### src/rtl/sync_fifo_param.sv
// Single-clock FIFO with registered read port, registered status flags
// and sticky overflow/underflow error flags.
module sync_fifo_param #(
  parameter int WIDTH         = 16,
  parameter int DEPTH         = 32,
  parameter int AFULL_THRESH  = DEPTH - 4,
  parameter int AEMPTY_THRESH = 4
) (
  input  logic                   clk_i,
  input  logic                   rst_i,
  input  logic                   flush_i,
  input  logic                   wr_en_i,
  input  logic [WIDTH-1:0]       wr_data_i,
  input  logic                   rd_en_i,
  input  logic                   err_clr_i,
  output logic [WIDTH-1:0]       rd_data_o,
  output logic                   rd_valid_o,
  output logic                   wr_full_o,
  output logic                   rd_empty_o,
  output logic [$clog2(DEPTH):0] level_o,
  output logic                   almost_full_o,
  output logic                   almost_empty_o,
  output logic                   overflow_o,
  output logic                   underflow_o
);

  localparam int AW = $clog2(DEPTH);
  localparam int LW = AW + 1;
  localparam logic [LW-1:0] DEPTH_L = LW'(DEPTH);
  localparam logic [LW-1:0] AF_L    = LW'(AFULL_THRESH);
  localparam logic [LW-1:0] AE_L    = LW'(AEMPTY_THRESH);

  logic [WIDTH-1:0] mem_q [DEPTH];

  logic [AW-1:0]    wr_ptr_q, wr_ptr_d;
  logic [AW-1:0]    rd_ptr_q, rd_ptr_d;
  logic [LW-1:0]    level_q, level_d;
  logic             rd_valid_q, rd_valid_d;
  logic [WIDTH-1:0] rd_data_q;
  logic             overflow_q, overflow_d;
  logic             underflow_q, underflow_d;
  logic             wr_full_q, wr_full_d;
  logic             rd_empty_q, rd_empty_d;
  logic             almost_full_q, almost_full_d;
  logic             almost_empty_q, almost_empty_d;

  logic             wr_accept;
  logic             rd_accept;

  // Request/accept semantics: wr_en/rd_en are requests, not handshakes.
  // A read is accepted whenever the FIFO is non-empty; a write is accepted
  // when not full, or when full but a read is accepted in the same cycle.
  // Requests that are not accepted are dropped and flagged as errors;
  // during rst or flush requests are ignored without error.
  always_comb begin
    wr_ptr_d    = wr_ptr_q;
    rd_ptr_d    = rd_ptr_q;
    level_d     = level_q;
    rd_valid_d  = 1'b0;
    overflow_d  = overflow_q;
    underflow_d = underflow_q;
    wr_accept   = 1'b0;
    rd_accept   = 1'b0;

    if (rst_i) begin
      wr_ptr_d    = '0;
      rd_ptr_d    = '0;
      level_d     = '0;
      overflow_d  = 1'b0;
      underflow_d = 1'b0;
    end else if (flush_i) begin
      wr_ptr_d = '0;
      rd_ptr_d = '0;
      level_d  = '0;
      if (err_clr_i) begin
        overflow_d  = 1'b0;
        underflow_d = 1'b0;
      end
    end else begin
      rd_accept = rd_en_i && !rd_empty_q;
      wr_accept = wr_en_i && (!wr_full_q || rd_accept);

      if (wr_accept) wr_ptr_d = wr_ptr_q + AW'(1);
      if (rd_accept) rd_ptr_d = rd_ptr_q + AW'(1);
      rd_valid_d = rd_accept;

      case ({wr_accept, rd_accept})
        2'b10:   level_d = level_q + LW'(1);
        2'b01:   level_d = level_q - LW'(1);
        default: level_d = level_q;
      endcase

      // A fresh error in the same cycle as err_clr wins.
      overflow_d  = (overflow_q  && !err_clr_i) || (wr_en_i && !wr_accept);
      underflow_d = (underflow_q && !err_clr_i) || (rd_en_i && !rd_accept);
    end

    wr_full_d      = (level_d == DEPTH_L);
    rd_empty_d     = (level_d == '0);
    almost_full_d  = (level_d >= AF_L);
    almost_empty_d = (level_d <= AE_L);
  end

  always_ff @(posedge clk_i) begin
    if (rst_i) begin
      wr_ptr_q       <= '0;
      rd_ptr_q       <= '0;
      level_q        <= '0;
      rd_valid_q     <= 1'b0;
      overflow_q     <= 1'b0;
      underflow_q    <= 1'b0;
      wr_full_q      <= 1'b0;
      rd_empty_q     <= 1'b1;
      almost_full_q  <= (AF_L == '0);
      almost_empty_q <= 1'b1;
    end else begin
      wr_ptr_q       <= wr_ptr_d;
      rd_ptr_q       <= rd_ptr_d;
      level_q        <= level_d;
      rd_valid_q     <= rd_valid_d;
      overflow_q     <= overflow_d;
      underflow_q    <= underflow_d;
      wr_full_q      <= wr_full_d;
      rd_empty_q     <= rd_empty_d;
      almost_full_q  <= almost_full_d;
      almost_empty_q <= almost_empty_d;
    end
  end

  // Storage has no reset so it can map onto RAM; reads see pre-edge contents,
  // which keeps a simultaneous write/read on a full FIFO ordered correctly.
  always_ff @(posedge clk_i) begin
    if (wr_accept) mem_q[wr_ptr_q] <= wr_data_i;
  end

  always_ff @(posedge clk_i) begin
    if (rst_i) begin
      rd_data_q <= '0;
    end else if (rd_accept) begin
      rd_data_q <= mem_q[rd_ptr_q];
    end
  end

  assign rd_data_o      = rd_data_q;
  assign rd_valid_o     = rd_valid_q;
  assign wr_full_o      = wr_full_q;
  assign rd_empty_o     = rd_empty_q;
  assign level_o        = level_q;
  assign almost_full_o  = almost_full_q;
  assign almost_empty_o = almost_empty_q;
  assign overflow_o     = overflow_q;
  assign underflow_o    = underflow_q;

endmodule

### config.mk
export PLATFORM = sky130hd
export DESIGN_NAME = sync_fifo_param
export DESIGN_NICKNAME = d
export VERILOG_FILES = /design/src/rtl/sync_fifo_param.sv
export SDC_FILE = /design/constraint.sdc
export NUM_CORES = 1
export LEC_CHECK = 0
export CORE_UTILIZATION = 55
export DETAILED_ROUTE_END_ITERATION = 7
export PLACE_DENSITY_LB_ADDON = 0.08
export SKIP_CTS_REPAIR_TIMING = 1
export SYNTH_ARGS = -nofsm -noshare
export SYNTH_HDL_FRONTEND = slang
export SYNTH_SLANG_ARGS = --single-unit
export TNS_END_PERCENT = 30
### constraint.sdc
create_clock -name clk_i -period 3.27 [get_ports clk_i]
set_input_delay 0.327 -clock clk_i [delete_from_list [all_inputs] [get_ports clk_i]]
set_output_delay 0.327 -clock clk_i [all_outputs]
set_load 0.03 [all_outputs]
After elaboration in Yosys (flattened, before gate mapping)

Memory sizes are Yosys's and may differ from the RTL's. A register that Yosys moved wholly into a read port is not among the register bits.
Index checks and enable logic that the tools add are counted.

Equality and inequality tests: 4
Order comparisons: 2
Mux-type cells: 12
Add/sub/neg operators: 4
Reduce and logical (&&, ||, !) cells: 16

Operators with widths:

| operator              | count |
|---|---|
| $mux W6               | 2 |
| $pmux W6 S2           | 1 |
| $add A5 B1 Y5 const B | 2 |
| $mux W1               | 9 |
| $add A6 B1 Y6 const B | 1 |
| $eq A6 B6 Y1 const B  | 1 |
| $ge A6 B5 Y1 const B  | 1 |
| $le A6 B3 Y1 const B  | 1 |
| $logic_and A1 B1 Y1   | 6 |
| $logic_not A6 Y1      | 1 |
| $sub A6 B1 Y6 const B | 1 |
| $logic_not A1 Y1      | 5 |
| $logic_or A1 B1 Y1    | 3 |
| $eq A2 B1 Y1 const B  | 1 |
| $eq A2 B2 Y1 const B  | 1 |
| $ne A2 B1 Y1 const B  | 1 |
| $reduce_or A2 Y1      | 1 |

Register bits after elaboration: 23
Bits of input ports: 22
Memories: 1
Output and inout bits: 29
RAM bits: 512
Logic and storage cells: 49

Memories:

| memory | words | width | read ports | clocked after memory_dff | write ports | line | RTL |
|---|---|---|---|---|---|---|---|
| mem_q  | 32    | 16    | 1          | 1                        | 1           | 33   | `logic [WIDTH-1:0] mem_q [DEPTH];` |

Longest topological paths before layout

Depth in word-level cells: 9
Mapped depth: 13
Mapped depth without buffers: 11

Worst setup path before layout

OpenSTA, ideal clock, no wires.

Path type: register -> register
Start: register rd_empty_q (netlist: rd_empty_o)
End: register almost_empty_q (netlist: almost_empty_o)
Arrival time: 3.091 ns
Slack: 0.078 ns
Cell stages (with the launch flop): 14
Period minus slack after synthesis: 3.192 ns
Buffers on the path: 2
Data required time: 3.169 ns
Setup time: 0.101 ns
Cell sequence: dfxtp_1 -> nand2b_1 -> a21boi_0 -> clkbuf_1 -> inv_1 -> ha_1 -> clkbuf_1 -> xor2_1 -> ha_1 -> nand2b_1 -> a21oi_1 -> a2111oi_0 -> xor2_1 -> o41ai_1

Cells in the longest elaborated chain, start to end: 9
Elaborated cells on any way between the ends: 10

Ends and longest elaborated chain:

| item                                         | line | RTL |
|---|---|---|
| from (decl)                                  | 43   | `logic rd_empty_q, rd_empty_d;` |
| from (signal assigned)                       | 124  | `rd_empty_q <= rd_empty_d;` |
| $logic_not A1 Y1 *                           | 80   | `rd_accept = rd_en_i && !rd_empty_q;` |
| $logic_and A1 B1 Y1 *                        | 80   |  |
| $logic_or A1 B1 Y1                           | 81   | `wr_accept = wr_en_i && (!wr_full_q \|\| rd_accept);` |
| $logic_and A1 B1 Y1                          | 81   |  |
| $eq A2 B1 Y1 or $eq A2 B2 Y1 (tied branches) | 87   | `case ({wr_accept, rd_accept})` |
| $pmux W6 S2 *                                | 87   |  |
| $mux W6 *                                    | 71   | `end else if (flush_i) begin` |
| $mux W6 *                                    | 65   | `if (rst_i) begin` |
| $le A6 B3 Y1 *                               | 101  | `almost_empty_d = (level_d <= AE_L);` |
| to (signal assigned)                         | 126  | `almost_empty_q <= almost_empty_d;` |
| to (decl)                                    | 45   | `logic almost_empty_q, almost_empty_d;` |

Mark *: on every way between the ends. The rest lies on a longest branch, timed or not.
A chain may end at the register's enable or synchronous reset.

==> metrics list <==
* Outcome: completed
- Maximum clock path buffer count: 3
* Power per Cell Area: 579 nW/µm²
* Largest family of logic cells by synthesized area: multiplexers
* Via Count: 10669
* Net total in the final layout: 1234
* Estimated wirelength of the detail-placed design: 27.5 mm
* Number of buffers added by the clock tree synthesis step: 54
- Area contributors post-synth: edfxtp_1, mux4_2, dfxtp_1, mux2i_1, mux4_1
- For this run, the total global-route usage over all layers was measured as 24.9%.
- TritonCTS built the clock tree.
* Internal power component: 11.5 mW
- Drt drc: 0
* Area Overhead vs Synth: 15.7%
* Clock root buffer master: clkbuf_16
- Antenna-violating nets left: 0
- Post-Synth Adder-Cell Area: 0.470%
- Fraction of final layout cells with drive strength greater than 1: 21.5%
- Net switching share of the total power: 19.4%
- The initial antenna violation count was 0.
- CP arrival: 3.47 ns
* Synthesized flop and latch total: 551
- Share of async-settable or async-resettable flops after synthesis: 0%
- Wire length of the first global-routing pass: 69.2 mm
- The clock period could shrink to 2.99 ns.
- The synthesized design contains 512 enable-type register cells.
* Cell count of the worst reg-to-reg path: 5
* Cell with the most instances after synthesis: edfxtp_1
- Of the total power, registers draw 54.2%.
* Required time reported for the critical path endpoint: 3.75 ns
* Sequential cell area in the final layout: 16200 µm²
* Worst Skew: 0.0186 ns
- In the routed layout, each cell is associated on average with a via count of 6.06.
- Share of power burned in combinational logic: 2.5%
- For this run, the leading register cell type out of synthesis is edfxtp_1.
- 51 I/O pins were placed.
- A synthesized cell averages 20.0 µm².
* H-tree depth reported by CTS: 2
* Post-route clock period utilization: 91.4%
- Full die area: 39500 µm²
- MaxCap Viol Count: 0
- For this design the total switching power over the nets is 2.76 mW.
* Die Width: 199 µm
* XOR/XNOR Fraction of Synth Area: 0.453%
* Vias in the first global route: 10644
- Path category of the worst min-delay check: input port to flip-flop
- Final hold vios: 0
- Yosys warnings: 0
- Per report_power, the clock group accounts for 43.3% of the total.
- Met2 track demand over resource: 38.0%
- Final WS setup: 0.282 ns
- Of all nets on the critical path, the largest fanout is 58.
- 0 antenna diodes ended up in the layout.
- Pin slew with the least headroom to its limit: 1.21 ns
- Met3 routing resource usage after global routing: 4.54%
* Insertion delay of the later-clocked pin in the worst-skew pair: 0.59 ns
- In this run the tightest slew margin relative to its limit is 17.4%.
* Total Power: 14.2 mW
* Largest area contributor in the netlist: edfxtp_1
* RSZ-0062 raised after global routing: false
* Sequential-to-total area share from yosys stat: 75.9%
- Clock-pin slew was measured on the worst setup and hold paths at 0.06 ns.
* Area fraction in compound gates after synthesis: 5.05%
- Net count of the mapped netlist: 1096
- Number of distinct standard cells referenced by the synthesized netlist: 45
- Maximum vdd drop: 0.439 mV
* Largest net degree at the start of global routing: 59
* Slew Limit Fails: 0
- Setup violations remaining at the end of the flow were counted as 0.
* Share of synthesized area spent on multiplexers: 13.8%
* Synth top area share: 72.2%
- Row generation in the floorplan step produced 71 rows.
* Critical path endpoint category: flip-flop
- Static timing analysis puts the maximum clock frequency at 0.335 GHz.
* Number of stages on the worst hold path: 3
- Placement Setup Slack: 0.0221 ns
- Routability-driven placement finished with a final weighted congestion of 0.795.
- Die span in y: 199 µm
- Multi-input logic area: 4790 µm²
- The routed design has 46.8 mm of wire.
- Most instantiated cells after synthesis: edfxtp_1, mux4_2, mux2i_1
- The worst setup path is launched from a flip-flop.
- In this run, the number of DRC markers left after iteration 0 of detailed routing was 816.
- Clock tree synthesis found a total of 551 sinks.
- Met1 Usage GRT: 36.7%
* Gate Count Post-Synth: 1066
- The setup path with the least slack is of type flip-flop to flip-flop.
- First drt pass iteration count: 7
- Setup total negative slack: 0 ns
- For this design the static power due to leakage is 7.76 nW.
- In this run the tool buffered the top-level ports with 50 buffer cells.
- The filler cells instantiated in the layout total 2663.
* Starting Density: 56.3%
* GRT busiest layer: met2
* Placeable core region: 37800 µm²
- Wire length per cell after detailed routing: 26.6 µm
* GR Overflow Total: 0
- Simple-gate share of the synthesized area: 2.69%
* Post-synthesis cell area: 21300 µm²
[final cells by class]
cell class                      count  area share, %
Clock buffer                       70           5.86
Clock inverter                     31           1.34
Inverter                            6         0.0914
Multi-Input combinational cell    447           19.4
Sequential cell                   551           65.6
Tap cell                          511           2.60
Timing Repair Buffer              144           5.05
[layer usage]
layer / share of wire [%] / wire, µm
met5: 0 / 0
met4: 2.7 / 1260
met3: 6.8 / 3180
met2: 47 / 21900
met1: 44 / 20500
[cell usage in the layout (no fill, tap or decap), types with 19 or more instances in the layout]
| master | instances |
|---|---|
| nor2_1 | 56 |
| a21oi_1 | 32 |
| mux2i_1 | 70 |
| buf_4 | 91 |
| a22o_1 | 28 |
| clkbuf_16 | 55 |
| edfxtp_1 | 512 |
| mux4_2 | 81 |
| dfxtp_1 | 36 |
| a22oi_1 | 19 |
| clkdlybuf4s50_1 | 50 |
[registers in the layout, summed over array words and instances, names as in the netlist]
register and flops:
level_o 6, almost_empty_o 1, rd_ptr_q 5, rd_valid_o 1, overflow_o 1, wr_full_o 1, rd_empty_o 1, mem_q 512
almost_full_o 1, wr_ptr_q 5, rd_data_o 16, underflow_o 1
[power groups by stage]
| stage | registers [mW] | logic, mW | clock network [mW] |
|---|---|---|---|
| finish | 7.72 | 0.354 | 6.17 |
| global placement | 7.87 | 0.346 | 0 |
| floorplan | 7.88 | 0.125 | 0 |
| detailed placement | 7.87 | 0.355 | 0 |
| CTS | 7.72 | 0.356 | 6.29 |
| global route | 7.72 | 0.377 | 6.54 |
[cells by family after synthesis]
family          count (synthesis)
simple gates                  120
xor+xnor                       11
fa+ha+maj                       8
buf+inv                        68
mux                           167
flops                         551
compound gates                141
[critical path, stage by stage (launching register included)]
cell	delay (ns)
dfxtp_4	0.69
buf_12	0.45
nor3_1	0.12
a2111oi_0	1.05
a22oi_1	0.25
a22o_1	0.26
[per-stage QoR]
step / utilization [%] / cell area, µm² / std cells / hold slack, ns
3_3_place_gp: 60.4 / 22900 / 1659 / 0.461
2_1_floorplan: - / 21300 / 1066 / 0.396
6_report: 65.1 / 24600 / 1760 / 0.364
5_1_grt: 65.1 / 24600 / 1760 / 0.358
3_5_place_dp: 60.4 / 22900 / 1659 / 0.464
4_1_cts: 65.1 / 24600 / 1760 / 0.325
[path summary, 6_finish.rpt]
| check | startpoint | to | slack (ns) |
|---|---|---|---|
| worst max-delay path | rd_ptr_q[0] | rd_data_o[12] | 0.28 |
| worst min-delay path | wr_en_i | overflow_o | 0.36 |
| worst max register to register | rd_ptr_q[0] | rd_data_o[12] | 0.28 |
| worst min register to register | underflow_o | underflow_o | 0.48 |
(Power assumes the default switching activity.)
